$ cat src/rtl/io_hub.sv
// io_hub: fans the CPU's single input/output handshake pair out to per-channel FIFOs.
// A select register picks which input and output channel the CPU currently talks to.
module io_hub #(
  parameter int DATA_W = 16,
  parameter int IN_CH  = 2,
  parameter int OUT_CH = 2,
  parameter int DEPTH  = 4,
  localparam int ISW = (IN_CH > 1) ? $clog2(IN_CH) : 1,
  localparam int OSW = (OUT_CH > 1) ? $clog2(OUT_CH) : 1,
  localparam int CW  = $clog2(DEPTH) + 1
) (
  input  logic                     clk,
  input  logic                     rst_b,
  input  logic                     sel_we,
  input  logic [ISW-1:0]           sel_in,
  input  logic [OSW-1:0]           sel_out,
  input  logic                     inp_req,
  output logic                     inp_ack,
  output logic [DATA_W-1:0]        inp_data,
  input  logic                     out_req,
  input  logic [DATA_W-1:0]        out_data,
  output logic                     out_ack,
  input  logic [IN_CH-1:0]         ch_in_valid,
  input  logic [IN_CH*DATA_W-1:0]  ch_in_data,
  output logic [IN_CH-1:0]         ch_in_ready,
  output logic [OUT_CH-1:0]        ch_out_valid,
  output logic [OUT_CH*DATA_W-1:0] ch_out_data,
  input  logic [OUT_CH-1:0]        ch_out_ready,
  output logic [IN_CH-1:0]         in_avail,
  output logic [OUT_CH-1:0]        out_full
);

  localparam int PW = $clog2(DEPTH);
  localparam logic [CW-1:0]  FULL_CNT = CW'(DEPTH);
  localparam logic [ISW:0]   IN_LIM   = (ISW+1)'(IN_CH);
  localparam logic [OSW:0]   OUT_LIM  = (OSW+1)'(OUT_CH);

  typedef enum logic [1:0] {IN_IDLE, IN_ACK, IN_WAIT} in_state_t;
  typedef enum logic [1:0] {OUT_IDLE, OUT_ACK, OUT_WAIT} out_state_t;

  in_state_t  in_state;
  out_state_t out_state;

  logic [ISW-1:0] sel_in_q;
  logic [OSW-1:0] sel_out_q;

  logic [IN_CH-1:0]              in_pop;
  logic [IN_CH-1:0][DATA_W-1:0]  in_head;
  logic [OUT_CH-1:0]             out_push;

  logic              in_sel_avail;
  logic [DATA_W-1:0] in_sel_head;
  logic              out_sel_full;
  logic              in_accept;
  logic              out_accept;

  // Out-of-range indices are dropped per field so a bad write cannot strand the CPU.
  always_ff @(posedge clk or negedge rst_b) begin
    if (!rst_b) begin
      sel_in_q  <= '0;
      sel_out_q <= '0;
    end else if (sel_we) begin
      if ({1'b0, sel_in} < IN_LIM)
        sel_in_q <= sel_in;
      if ({1'b0, sel_out} < OUT_LIM)
        sel_out_q <= sel_out;
    end
  end

  for (genvar i = 0; i < IN_CH; i++) begin : g_in_fifo
    logic [DATA_W-1:0] mem [DEPTH];
    logic [PW-1:0]     wr_ptr;
    logic [PW-1:0]     rd_ptr;
    logic [CW-1:0]     count;
    logic              push;

    assign push           = ch_in_valid[i] && ch_in_ready[i];
    assign ch_in_ready[i] = (count != FULL_CNT);
    assign in_avail[i]    = (count != '0);
    assign in_head[i]     = mem[rd_ptr];
    assign in_pop[i]      = in_accept && (sel_in_q == ISW'(i));

    always_ff @(posedge clk) begin
      if (push)
        mem[wr_ptr] <= ch_in_data[i*DATA_W +: DATA_W];
    end

    always_ff @(posedge clk or negedge rst_b) begin
      if (!rst_b) begin
        wr_ptr <= '0;
        rd_ptr <= '0;
        count  <= '0;
      end else begin
        if (push)
          wr_ptr <= wr_ptr + 1'b1;
        if (in_pop[i])
          rd_ptr <= rd_ptr + 1'b1;
        case ({push, in_pop[i]})
          2'b10:   count <= count + 1'b1;
          2'b01:   count <= count - 1'b1;
          default: ;
        endcase
      end
    end
  end

  for (genvar i = 0; i < OUT_CH; i++) begin : g_out_fifo
    logic [DATA_W-1:0] mem [DEPTH];
    logic [PW-1:0]     wr_ptr;
    logic [PW-1:0]     rd_ptr;
    logic [CW-1:0]     count;
    logic              pop;

    assign pop                            = ch_out_valid[i] && ch_out_ready[i];
    assign ch_out_valid[i]                = (count != '0);
    assign out_full[i]                    = (count == FULL_CNT);
    assign ch_out_data[i*DATA_W +: DATA_W] = mem[rd_ptr];
    assign out_push[i]                    = out_accept && (sel_out_q == OSW'(i));

    always_ff @(posedge clk) begin
      if (out_push[i])
        mem[wr_ptr] <= out_data;
    end

    always_ff @(posedge clk or negedge rst_b) begin
      if (!rst_b) begin
        wr_ptr <= '0;
        rd_ptr <= '0;
        count  <= '0;
      end else begin
        if (out_push[i])
          wr_ptr <= wr_ptr + 1'b1;
        if (pop)
          rd_ptr <= rd_ptr + 1'b1;
        case ({out_push[i], pop})
          2'b10:   count <= count + 1'b1;
          2'b01:   count <= count - 1'b1;
          default: ;
        endcase
      end
    end
  end

  always_comb begin
    in_sel_avail = 1'b0;
    in_sel_head  = '0;
    for (int i = 0; i < IN_CH; i++) begin
      if (sel_in_q == ISW'(i)) begin
        in_sel_avail = in_avail[i];
        in_sel_head  = in_head[i];
      end
    end
  end

  always_comb begin
    out_sel_full = 1'b0;
    for (int i = 0; i < OUT_CH; i++) begin
      if (sel_out_q == OSW'(i))
        out_sel_full = out_full[i];
    end
  end

  assign in_accept  = (in_state == IN_IDLE) && inp_req && in_sel_avail;
  assign out_accept = (out_state == OUT_IDLE) && out_req && !out_sel_full;

  // The WAIT state forces the CPU to drop its request before a second word is served.
  always_ff @(posedge clk or negedge rst_b) begin
    if (!rst_b) begin
      in_state <= IN_IDLE;
      inp_ack  <= 1'b0;
      inp_data <= '0;
    end else begin
      inp_ack <= 1'b0;
      case (in_state)
        IN_IDLE: begin
          if (in_accept) begin
            inp_data <= in_sel_head;
            inp_ack  <= 1'b1;
            in_state <= IN_ACK;
          end
        end
        IN_ACK:  in_state <= IN_WAIT;
        IN_WAIT: if (!inp_req) in_state <= IN_IDLE;
        default: in_state <= IN_IDLE;
      endcase
    end
  end

  always_ff @(posedge clk or negedge rst_b) begin
    if (!rst_b) begin
      out_state <= OUT_IDLE;
      out_ack   <= 1'b0;
    end else begin
      out_ack <= 1'b0;
      case (out_state)
        OUT_IDLE: begin
          if (out_accept) begin
            out_ack   <= 1'b1;
            out_state <= OUT_ACK;
          end
        end
        OUT_ACK:  out_state <= OUT_WAIT;
        OUT_WAIT: if (!out_req) out_state <= OUT_IDLE;
        default:  out_state <= OUT_IDLE;
      endcase
    end
  end

endmodule

$ cat config.mk
export PLATFORM = sky130hd
export DESIGN_NAME = io_hub
export DESIGN_NICKNAME = d
export VERILOG_FILES = /design/src/rtl/io_hub.sv
export SDC_FILE = /design/constraint.sdc
export NUM_CORES = 1
export LEC_CHECK = 0
export CORE_MARGIN = 5
export CORE_UTILIZATION = 36
export CTS_BUF_LIST = sky130_fd_sc_hd__clkbuf_8
export DETAILED_ROUTE_END_ITERATION = 8
export DONT_BUFFER_PORTS = 1
export PLACE_DENSITY = 0.49
export SLEW_MARGIN = 0
export SYNTH_ARGS = -nofsm -noshare
export SYNTH_HDL_FRONTEND = slang
export SYNTH_SLANG_ARGS = --single-unit
$ cat constraint.sdc
create_clock -name clk -period 3.89 [get_ports clk]
set_clock_uncertainty 0.2 [all_clocks]
set_input_delay 0.389 -clock clk [delete_from_list [all_inputs] [get_ports clk]]
set_output_delay 0.389 -clock clk [all_outputs]
set_load 0.01 [all_outputs]
Word-level counts from Yosys, hierarchy flattened
Memory sizes are Yosys's and may differ from the RTL's.
Cells that the tools add are included.
{"block": "op_classes", "add_sub_neg": 16, "n_eq_ne": 20, "n_mux": 25, "n_bitwise": 2, "reduce_logical": 26}
{"op": "one-hot mux 3 bit (2 select lines)", "count": 4}
{"op": "adder 2 x 1 -> 2 bit (second input constant)", "count": 8}
{"op": "2-to-1 mux 16 bit", "count": 1}
{"op": "2-to-1 mux 1 bit", "count": 14}
{"op": "adder 3 x 1 -> 3 bit (second input constant)", "count": 4}
{"op": "equality test 2 x 1 -> 1 bit (second input constant)", "count": 6}
{"op": "equality test 2 bit (second input constant)", "count": 6}
{"op": "logical AND 1 bit", "count": 12}
{"op": "one-hot mux 2 bit (3 select lines)", "count": 2}
{"op": "nonzero test 3 bit", "count": 4}
{"op": "subtractor 3 x 1 -> 3 bit (second input constant)", "count": 4}
{"op": "2-to-1 mux 2 bit", "count": 4}
{"op": "inequality test 2 bit (second input constant)", "count": 4}
{"op": "nonzero test 2 bit", "count": 4}
{"op": "equality test 3 bit (second input constant)", "count": 2}
{"op": "inequality test 3 bit (second input constant)", "count": 2}
{"op": "AND reduction 2 bit", "count": 3}
{"op": "logical NOT 2 bit", "count": 2}
{"op": "inverter 1 bit", "count": 2}
{"op": "logical NOT 1 bit", "count": 1}
{"block": "totals", "ff_bits": 52, "ramBits": 256, "in_bits": 59, "mem_count": 4}
{"name": "g_in_fifo[0].mem", "depth": 4, "width": 16, "rd": 1, "rd_clocked_by_memory_dff": 0, "write_ports": 1, "line_no": "71", "rtl": "logic [DATA_W-1:0] mem [DEPTH];"}
{"name": "g_in_fifo[1].mem", "depth": 4, "width": 16, "rd": 1, "rd_clocked_by_memory_dff": 0, "write_ports": 1, "line_no": "71"}
{"name": "g_out_fifo[0].mem", "depth": 4, "width": 16, "rd": 1, "rd_clocked_by_memory_dff": 0, "write_ports": 1, "line_no": "108", "rtl": "logic [DATA_W-1:0] mem [DEPTH];"}
{"name": "g_out_fifo[1].mem", "depth": 4, "width": 16, "rd": 1, "rd_clocked_by_memory_dff": 0, "write_ports": 1, "line_no": "108"}

Logic depth before layout (Yosys ltp)
Gate-level depths: netlist of run 1.
{"block": "depth", "ltp_word": 7, "mapped_depth": 11, "ltp_nobuf": 9}

Worst setup path after synthesis of run 1
Ideal clock, no wire load.
{"block": "synth_path", "path_kind": "flip-flop to flip-flop", "from": "register g_in_fifo[1].count[0]", "to": "register g_in_fifo[1].count[2]", "setup_ps": 79, "t_arrival_ps": 2171, "required_ps": 3611, "slack_ps": 1440, "stages_incl_launch_ff": 11, "path_buffers": 2, "path_cell_list": "dfrtp_1 > or3_1 > clkbuf_1 > clkbuf_1 > and3_1 > ha_1 > inv_1 > fa_1 > xor2_1 > nor2_1 > xor2_1"}
{"block": "synth_between", "elab_chain_cells": 6}
{"item": "from (decl)", "line_no": "74", "rtl": "logic [CW-1:0] count;"}
{"item": "from (signal assigned)", "line_no": "99", "rtl": "2'b10: count <= count + 1'b1;"}
{"item": "from (signal assigned)", "line_no": "100", "rtl": "2'b01: count <= count - 1'b1;"}
{"item": "nonzero test 3 bit (*)", "line_no": "79", "rtl": "assign in_avail[i] = (count != '0);"}
{"item": "via in_avail[1]", "line_no": "29", "rtl": "output logic [IN_CH-1:0] in_avail,"}
{"item": "2-to-1 mux 1 bit (*)", "line_no": "148", "rtl": "if (sel_in_q == ISW'(i)) begin"}
{"item": "logical AND 1 bit (*)", "line_no": "163", "rtl": "assign in_accept = (in_state == IN_IDLE) && inp_req && in_sel_avail;"}
{"item": "logical AND 1 bit (*)", "line_no": "81", "rtl": "assign in_pop[i] = in_accept && (sel_in_q == ISW'(i));"}
{"item": "via in_pop[1]", "line_no": "47", "rtl": "logic [IN_CH-1:0] in_pop;"}
{"item": "equality test 2 x 1 -> 1 bit / equality test 2 bit (equally long branches)", "line_no": "98", "rtl": "case ({push, in_pop[i]})"}
{"item": "one-hot mux 3 bit (2 select lines) / nonzero test 2 bit (equally long branches)"}
Mark *: on every way through the listed nets, which the timed path passes. The rest lies on a longest branch.
A chain may end at the register's enable or synchronous reset.

Worst setup path after layout of run 1
{"block": "layout_path", "from": "register in_state[1]", "to": "register g_in_fifo[0].count[2]"}
{"block": "layout_between", "elab_chain_cells": 6}
{"item": "from (decl)", "line_no": "41", "rtl": "in_state_t in_state;"}
{"item": "from (signal assigned)", "line_no": "169", "rtl": "in_state <= IN_IDLE;"}
{"item": "from (signal assigned)", "line_no": "179", "rtl": "in_state <= IN_ACK;"}
{"item": "from (signal assigned)", "line_no": "182", "rtl": "IN_ACK: in_state <= IN_WAIT;"}
{"item": "logical NOT 2 bit (*)", "line_no": "163"}
{"item": "logical AND 1 bit (*) (2 in series)", "line_no": "163"}
{"item": "logical AND 1 bit (*)", "line_no": "81"}
{"item": "equality test 2 x 1 -> 1 bit / equality test 2 bit (equally long branches)", "line_no": "98"}
{"item": "one-hot mux 3 bit (2 select lines) / nonzero test 2 bit (equally long branches)"}
{"item": "to (signal assigned)", "line_no": "99"}
{"item": "to (signal assigned)", "line_no": "100"}
{"item": "to (decl)", "line_no": "74"}
Mark *: on every way between the ends. The rest lies on a longest branch, timed or not.

==> impl_results.md, run 1 <==
- Fmax: between 300 and 400 MHz
- Area grow syn2layout: 17.2%
- Yosys warns: 0
- Final worst setup slack: 961 ps
- Initial antenna violation count: 0
- Clk_lat worst skew: 560 ps
- # IOs: 117
- Async set-or-reset flop fraction in the synthesized netlist: between 15 and 20%
- Die height: 192 um
- Sequential fraction of the synthesis area: 75.1%
- Simple-gate share of the synthesized area: roughly 3.6%
- Clk root buf: clkbuf_8
- Post-Synth Adder-Cell Area: 2.76%
- Critical path's most frequent cell: xor2_1
- Cells after Synth: 568
- Buffers added on ports: 0
- RSZ-0062 raised after global routing: no
- Fin crit share: between 70% and 80%
- Vias per cell: 4.81
- Largest family of logic cells by synthesized area: multiplexers
- Initial DRC count: around 140
- Final slew viol count: 0
- Post-DRT Antenna Nets: 0
- Tightest Hold Check Type: primary input to asynchronous set/reset pin
- TritonCTS buffer count: 50
- Final WL: 24800 um
- Status: finished clean
- Bufs and invs on worst path: 2
- Req. time, crit path: 4180 ps
- Pin count of the biggest net entering global routing: 53
- Drt pass-1 iters: 4
- Fillers: 2909
- Synth Cell Area: ~12000 um2
- Global-route wire length before repair: 37500 um
- Wire per inst: 21.7 um
- Delay-heaviest family, CP: simple AND/OR/NAND/NOR gates
- Crit-path max cell delay: 670 ps
- Clk sinks: 308
- Crit end category: flop
- Pre-CTS WS: 953 ps
- CTS clk-pin slew, worst paths: around 60 ps
- Final Hold Fails: 0
- Critical-path cell list: nor3b_2 -> buf_4 -> and3b_1 -> ha_1 -> inv_1 -> fa_1 -> xor2_1 -> nor2_1 -> xor2_1
- Fin Setup TNS: 0 ps
- Post-synthesis mux area share: 12.9%
- Dpl hpwl: 16400 um
- Gpl congestion: 0.717
- Post-synthesis compound-gate area fraction: 1.84%
- Area of the multi-input gates: 2740 um2
- Most common cell after layout, fill and taps aside: edfxtp_1
- Max cap viols: 0
- Most frequent cells in the layout: edfxtp_1, mux4_2, dlygate4sd3_1
- CP Max Fanout: 21
- Worst Path Class, Setup: flop to flop
- Worst setup startpoint: in_state[1]$_DFFE_PN0P_
- Vias in the first global route: between 6000 and 7000
- Fin nets: between 700 and 800
- CTS tree: built
- Cell Pwr Density: 710 nW/um2
- Worst reg2reg startpoint: in_state[1]$_DFFE_PN0P_
- PostCTS Resize Cnt: 0
- Largest buffer count on any clock path: 3
- Leak: 4.92 nW
- Post-synth EDFFs: 256
- Share of layout cells above drive strength 1: 21.4%
- Die Width: 192 um
- Starting density of the core: 36.6%
- Via count: between 5000 and 6000
- Seq cells post-synth: a little over 300
- Worst-margin pin slew: 959 ps
- Peak VDD IR: 326 uV
- Slew headroom: 36.1%
- Synth Area in XOR/XNOR: around 1.8%
- N_diodes: 0
- Yosys cell types: 38
- Ys flop type: edfxtp_1
- Seq. cell area: 8990 um2
- Core ar.: 32700 um2
- Mapped Nets: 651
- Crit path arrival time: 3220 ps
- Max stage delay cell, worst path: and3b_1
- Total gr overflow: 0
- Num rows: 66
- Die ar.: 37000 um2
- Final Critical Period: 2930 ps
- # DRC: 0
- H-Tree Depth: 2
- Syn Area/Cell: around 21 um2
- CP startpoint kind: flop
- Final Setup Violations: 0
- Global Route Usage Sum: 13.6%
report_power, final:
part	internal [mW]	switching, mW
registers	4.27	0.549
logic	1.18	1.32
clock network	1.42	1.23
final timing paths:
path	end	slack, ps	cells after the start
min reg2reg	out_state[1]$_DFFE_PN0P_	290	1
min in group clk	g_in_fifo[1].rd_ptr[1]$_DFFE_PN0P_	160	4
max in group asynchronous	g_out_fifo[0].count[1]$_DFFE_PN0P_	3060	2
max reg2reg	g_in_fifo[0].count[2]$_DFFE_PN0P_	960	9
min	g_in_fifo[0].wr_ptr[1]$_DFFE_PN0P_	110	2
max	g_in_fifo[0].count[2]$_DFFE_PN0P_	960	9
metal layers:
| metal | GRT usage (%) | vias to the layer above | share of wire [%] |
|---|---|---|---|
| met5 | 0 | - | 0 |
| met3 | 4.32 | 53 | 6.9 |
| met4 | 3.84 | 0 | 2.2 |
| li1 | - | 2495 | - |
| met1 | 16.2 | 2823 | 39 |
| met2 | 23.7 | 142 | 52 |
final cells by class:
type,instances,area share (%)
inverters,28,0.749
multi-input cells,206,19.5
well taps,442,3.94
clock buffers,54,5.30
flip-flops and latches,308,64.1
clock inverters,39,1.56
repair buffers,69,4.89
cell families after synthesis:
kind of cell	count (synthesis)
buffers and inverters	54
xor gates and xnor gates	24
muxes	73
AOI/OAI and AO/OA	24
and+or+nand+nor	61
adders and majority gates	24
DFF	308
cells in the mapped netlist (all sizes together), types with 6 or more instances:
cell    count  share of area [%]
and3        9               0.47
xor2       12               0.88
ha         20                2.1
clkbuf     11               0.35
mux4       64                 12
dfrtp      52                 11
and4       16                1.2
buf        15               0.85
edfxtp    256                 64
inv        28               0.88
xnor2      12               0.88
a221o      16                1.3
and2       10               0.52
mux2        6               0.56
sequential cells by signal, indices dropped and copies added (netlist names):
| name | flops |
|---|---|
| g_in_fifo.count | 6 |
| g_in_fifo.mem | 128 |
| g_in_fifo.rd_ptr | 4 |
| g_in_fifo.wr_ptr | 4 |
| g_out_fifo.count | 6 |
| g_out_fifo.mem | 128 |
| g_out_fifo.rd_ptr | 4 |
| g_out_fifo.wr_ptr | 4 |
| in_state | 2 |
| inp_ack | 1 |
| inp_data | 16 |
| out_ack | 1 |
| out_state | 2 |
| sel_in_q | 1 |
| sel_out_q | 1 |
metrics by stage:
stage / hold slack [ps] / power (mW) / std cells / utilization [%] / area [um2]
global route: 111 / 10.5 / 1146 / 42.9 / 14000
global placement: -105 / 7.32 / 993 / 38.1 / 12500
floorplan: -107 / 6.60 / 568 / - / 12000
finish: 114 / 9.96 / 1146 / 42.9 / 14000
detailed placement: -105 / 7.42 / 993 / 38.1 / 12500
CTS: 87.6 / 10.2 / 1146 / 42.9 / 14000
what timing repair did:
action                                 CTS  global route
endpoints found under the hold margin  322             0
hold buffers                            60             0
setup buffers                            0             0
No activity file was read; power rests on OpenSTA's default activity.
==> run 2: changes to the inputs <==
ABC_AREA = 1   (was unset)
PLACE_DENSITY = 0.51   (was 0.49)
clock period = 2.6 ns   (was 3.89 ns; I/O delays follow)
==> run 2 against run 1 <==
Net effect:
- sequential power increased by 41%
- critical path depth decreased by 5
- wire length increased by 18%
- register-to-register slack got worse by 670 ps
- core utilization increased by 0.47 points
- combinational power increased by 99%
- count of clock-buffer cells in the layout increased by 7
- cell count increased by 48%
- worst hold slack improved by 67 ps
- largest power group unchanged
==> impl_results.md, run 2 <==
- Status: finished clean
- Worst reg2reg startpoint: in_state[1]$_DFFE_PN0P_
- Final Hold Fails: 0
- H-Tree Depth: 2
- Total gr overflow: 0
- Sw frac: 36.1%
- Drt pass-1 iters: 4
- Sequential share of power: 42.1%
- Crit-path max cell delay: 500 ps
- Clk root buf: clkbuf_8
- Clk_lat worst skew: 580 ps
- Dpl hpwl: 18200 um
- # IOs: 117
- Global-route wire length before repair: about 45000 um
- Area contributors post-synth: edfxtp_1, dfrtp_1, nand2_1, nand3_1, inv_1
- Yosys cell types: 27
- Yosys warns: 0
- Pin count of the biggest net entering global routing: 35
- Worst setup startpoint: g_out_fifo[1].rd_ptr[0]$_DFFE_PN0P_
- Worst Path Class, Setup: flop to primary output
- Hold_ws: 181 ps
- Post-DRT Antenna Nets: 0
- Cell Pwr Density: approximately 1100 nW/um2
- CP Max Fanout: 20
- Internal power: about 10 mW
- CTS clk-pin slew, worst paths: ~60 ps
- Max stage delay cell, worst path: dfrtp_1
- Top Registers: g_in_fifo.mem x128, g_out_fifo.mem x128, inp_data x16
- Most common cell after layout, fill and taps aside: nand2_1
- Initial antenna violation count: 5
- Postcts setup bufs: 0
- Mapped Nets: 1162
- Final Setup Violations: 0
- Initial DRC count: between 400 and 500
- Leak: ~6.1 nW
- Buffers added on ports: 0
- Worst Reg-to-Reg Cells: 11
- Post-synth EDFFs: ~260
- Fin Setup TNS: 0 ps
- Min-Delay Endpoint: g_in_fifo[1].mem[1][6]$_DFFE_PP_
- Cells after Synth: 1079
- Die ar.: around 39000 um2
- Tightest Hold Check Type: primary input to flop
- Share of layout cells above drive strength 1: 10.1%
- Syn Area/Cell: 11.7 um2
- Largest buffer count on any clock path: 3
- Fin nets: 1274
- Sequential fraction of the synthesis area: 71.4%
- Clk sinks: 308
- Final Critical Period: 2380 ps
- Net Sw Power: 5.83 mW
- Die Width: 197 um
- Fillers: 3242
- Worst-margin pin slew: 958 ps
- Vias in the first global route: 7643
- R2r setup slk: between 200 and 300 ps
- Yosys top cell by area: edfxtp_1
- Vias per cell: around 4.6
- Max cap viols: 0
- FF-to-FF End: g_in_fifo[1].count[2]$_DFFE_PN0P_
- Via count: 7833
- Async set-or-reset flop fraction in the synthesized netlist: between 15 and 20%
- Final slew viol count: 0
- Global Route Usage Sum: 14.9%
- Seq cells post-synth: 308
- Critical-path cell list: inv_1 -> buf_4 -> o21ai_0 -> o22ai_1
- Fin crit share: 91.7%
- Final Non-Filler Cells: roughly 1700
- Gpl congestion: 0.731
- Hold Crit Depth: 1
- Starting density of the core: 36.4%
- Req. time, crit path: 2140 ps
- Most frequent cells in the layout: nand2_1, edfxtp_1, inv_1
- CTS tree: built
- Logic pwr share: 30.9%
- Crit path arrival time: 1920 ps
- Final WL: 29200 um
- Ys flop type: edfxtp_1
- Area grow syn2layout: 19.0%
- Peak VDD IR: 451 uV
- Most common cell in the netlist: nand2_1
- Slew headroom: 36.1%
- Hold path startpoint: ch_in_data[22]
- Dpl cells: 1532
- Wire per inst: 17.3 um
- Die height: 197 um
- RSZ-0062 raised after global routing: no
- Core ar.: 34500 um2
- Clk network pwr share: 27.0%
- List of most frequent post-synthesis cells: nand2_1, edfxtp_1, inv_1
- TritonCTS buffer count: 51
- Yosys top cell area share: 61.1%
- CP startpoint kind: flop
- Crit end category: primary output
- Num rows: 68
- Fmax: 419 MHz
- # DRC: 0
- Synth Cell Area: 12600 um2
## run 2: cell types whose count changed after synthesis, sizes merged, moves of 13 or more
| cell | before | now |
|---|---|---|
| nand2 | 3 | 257 |
| inv | 28 | 121 |
| nand3 | 2 | 95 |
| nor2 | 4 | 95 |
| o21ai | 3 | 76 |
| mux4 | 64 | 0 |
| o22ai | 0 | 32 |
| a221o | 16 | 0 |
| and4 | 16 | 0 |
| buf | 15 | 28 |
## run 2: logic make-up (layout without fill, tap and decap cells)
| family | Yosys count | count (layout) | share of synthesized area, % |
|---|---|---|---|
| and+or+nand+nor | 455 | 455 | 14.8 |
| DFF | 308 | 308 | 71.4 |
| buffers and inverters | 164 | 318 | 5.31 |
| AOI/OAI and AO/OA | 114 | 114 | 4.85 |
| adders and majority gates | 24 | 24 | 2.62 |
| xor gates and xnor gates | 14 | 14 | 0.974 |
| other | 0 | 5 | 0 |
## run 2: how the worst max path moves through the flow
stage | end | depth (start not counted)
after floorplan | g_out_fifo[0].count[2]$_DFFE_PN0P_ | 11
after global placement | g_in_fifo[1].count[2]$_DFFE_PN0P_ | 11
after detailed placement | g_in_fifo[1].count[2]$_DFFE_PN0P_ | 11
after CTS | out_state[0]$_DFFE_PN0P_ | 4
after global routing | ch_out_data[5] | 3
final | ch_out_data[20] | 4
## run 2: routing by layer
metal,share of wire [%],global-route usage (%),wire length [um]
met1,43,19.4,12700
met2,49,24.8,14300
met3,5.1,3.61,1500
met4,2.6,4.85,767
met5,0.038,0,11
## run 2: power by group through the flow
stage               Sequential [mW]  Combinational, mW  Clock [mW]
global placement               6.88               4.86           0
global route                   6.88               5.64        4.74
floorplan                      6.79               3.45           0
finish                         6.79               4.98        4.36
detailed placement             6.89               4.92           0
CTS                            6.80               5.08        4.50
## run 2: critical path, delay by kind of cell (launching register included)
family,cells,cell delay [ps]
flip-flops,1,500
AO/OA/AOI/OAI,2,490
buffers and inverters,2,360
## run 2: layout make-up
type                    instances  area [um2]  share of cell area (%)
multi-input cells             607        2930                    19.6
repair buffers                102         951                    6.35
flip-flops and latches        308        8990                    60.0
well taps                     455         569                    3.80
clock inverters                34         234                    1.56
clock buffers                  61         840                    5.60
inverters                     121         457                    3.05
diodes                          5        12.5                  0.0835
## run 2: timing repair
action                                  4_1_cts  5_1_grt
hold buffers                                 61        0
gates resized for setup                       0        1
hold endpoints to repair                    341        0
endpoints found under the setup margin        0       19
## run 2: metrics by stage
stage	worst slack (ps)	power (mW)	area, um2	utilization, %
2_1_floorplan	285	10.2	12600	-
3_3_place_gp	306	11.7	13300	38.4
3_5_place_dp	282	11.8	13300	38.4
4_1_cts	12.7	16.4	15000	43.3
5_1_grt	51.9	17.3	15000	43.4
6_report	216	16.1	15000	43.4
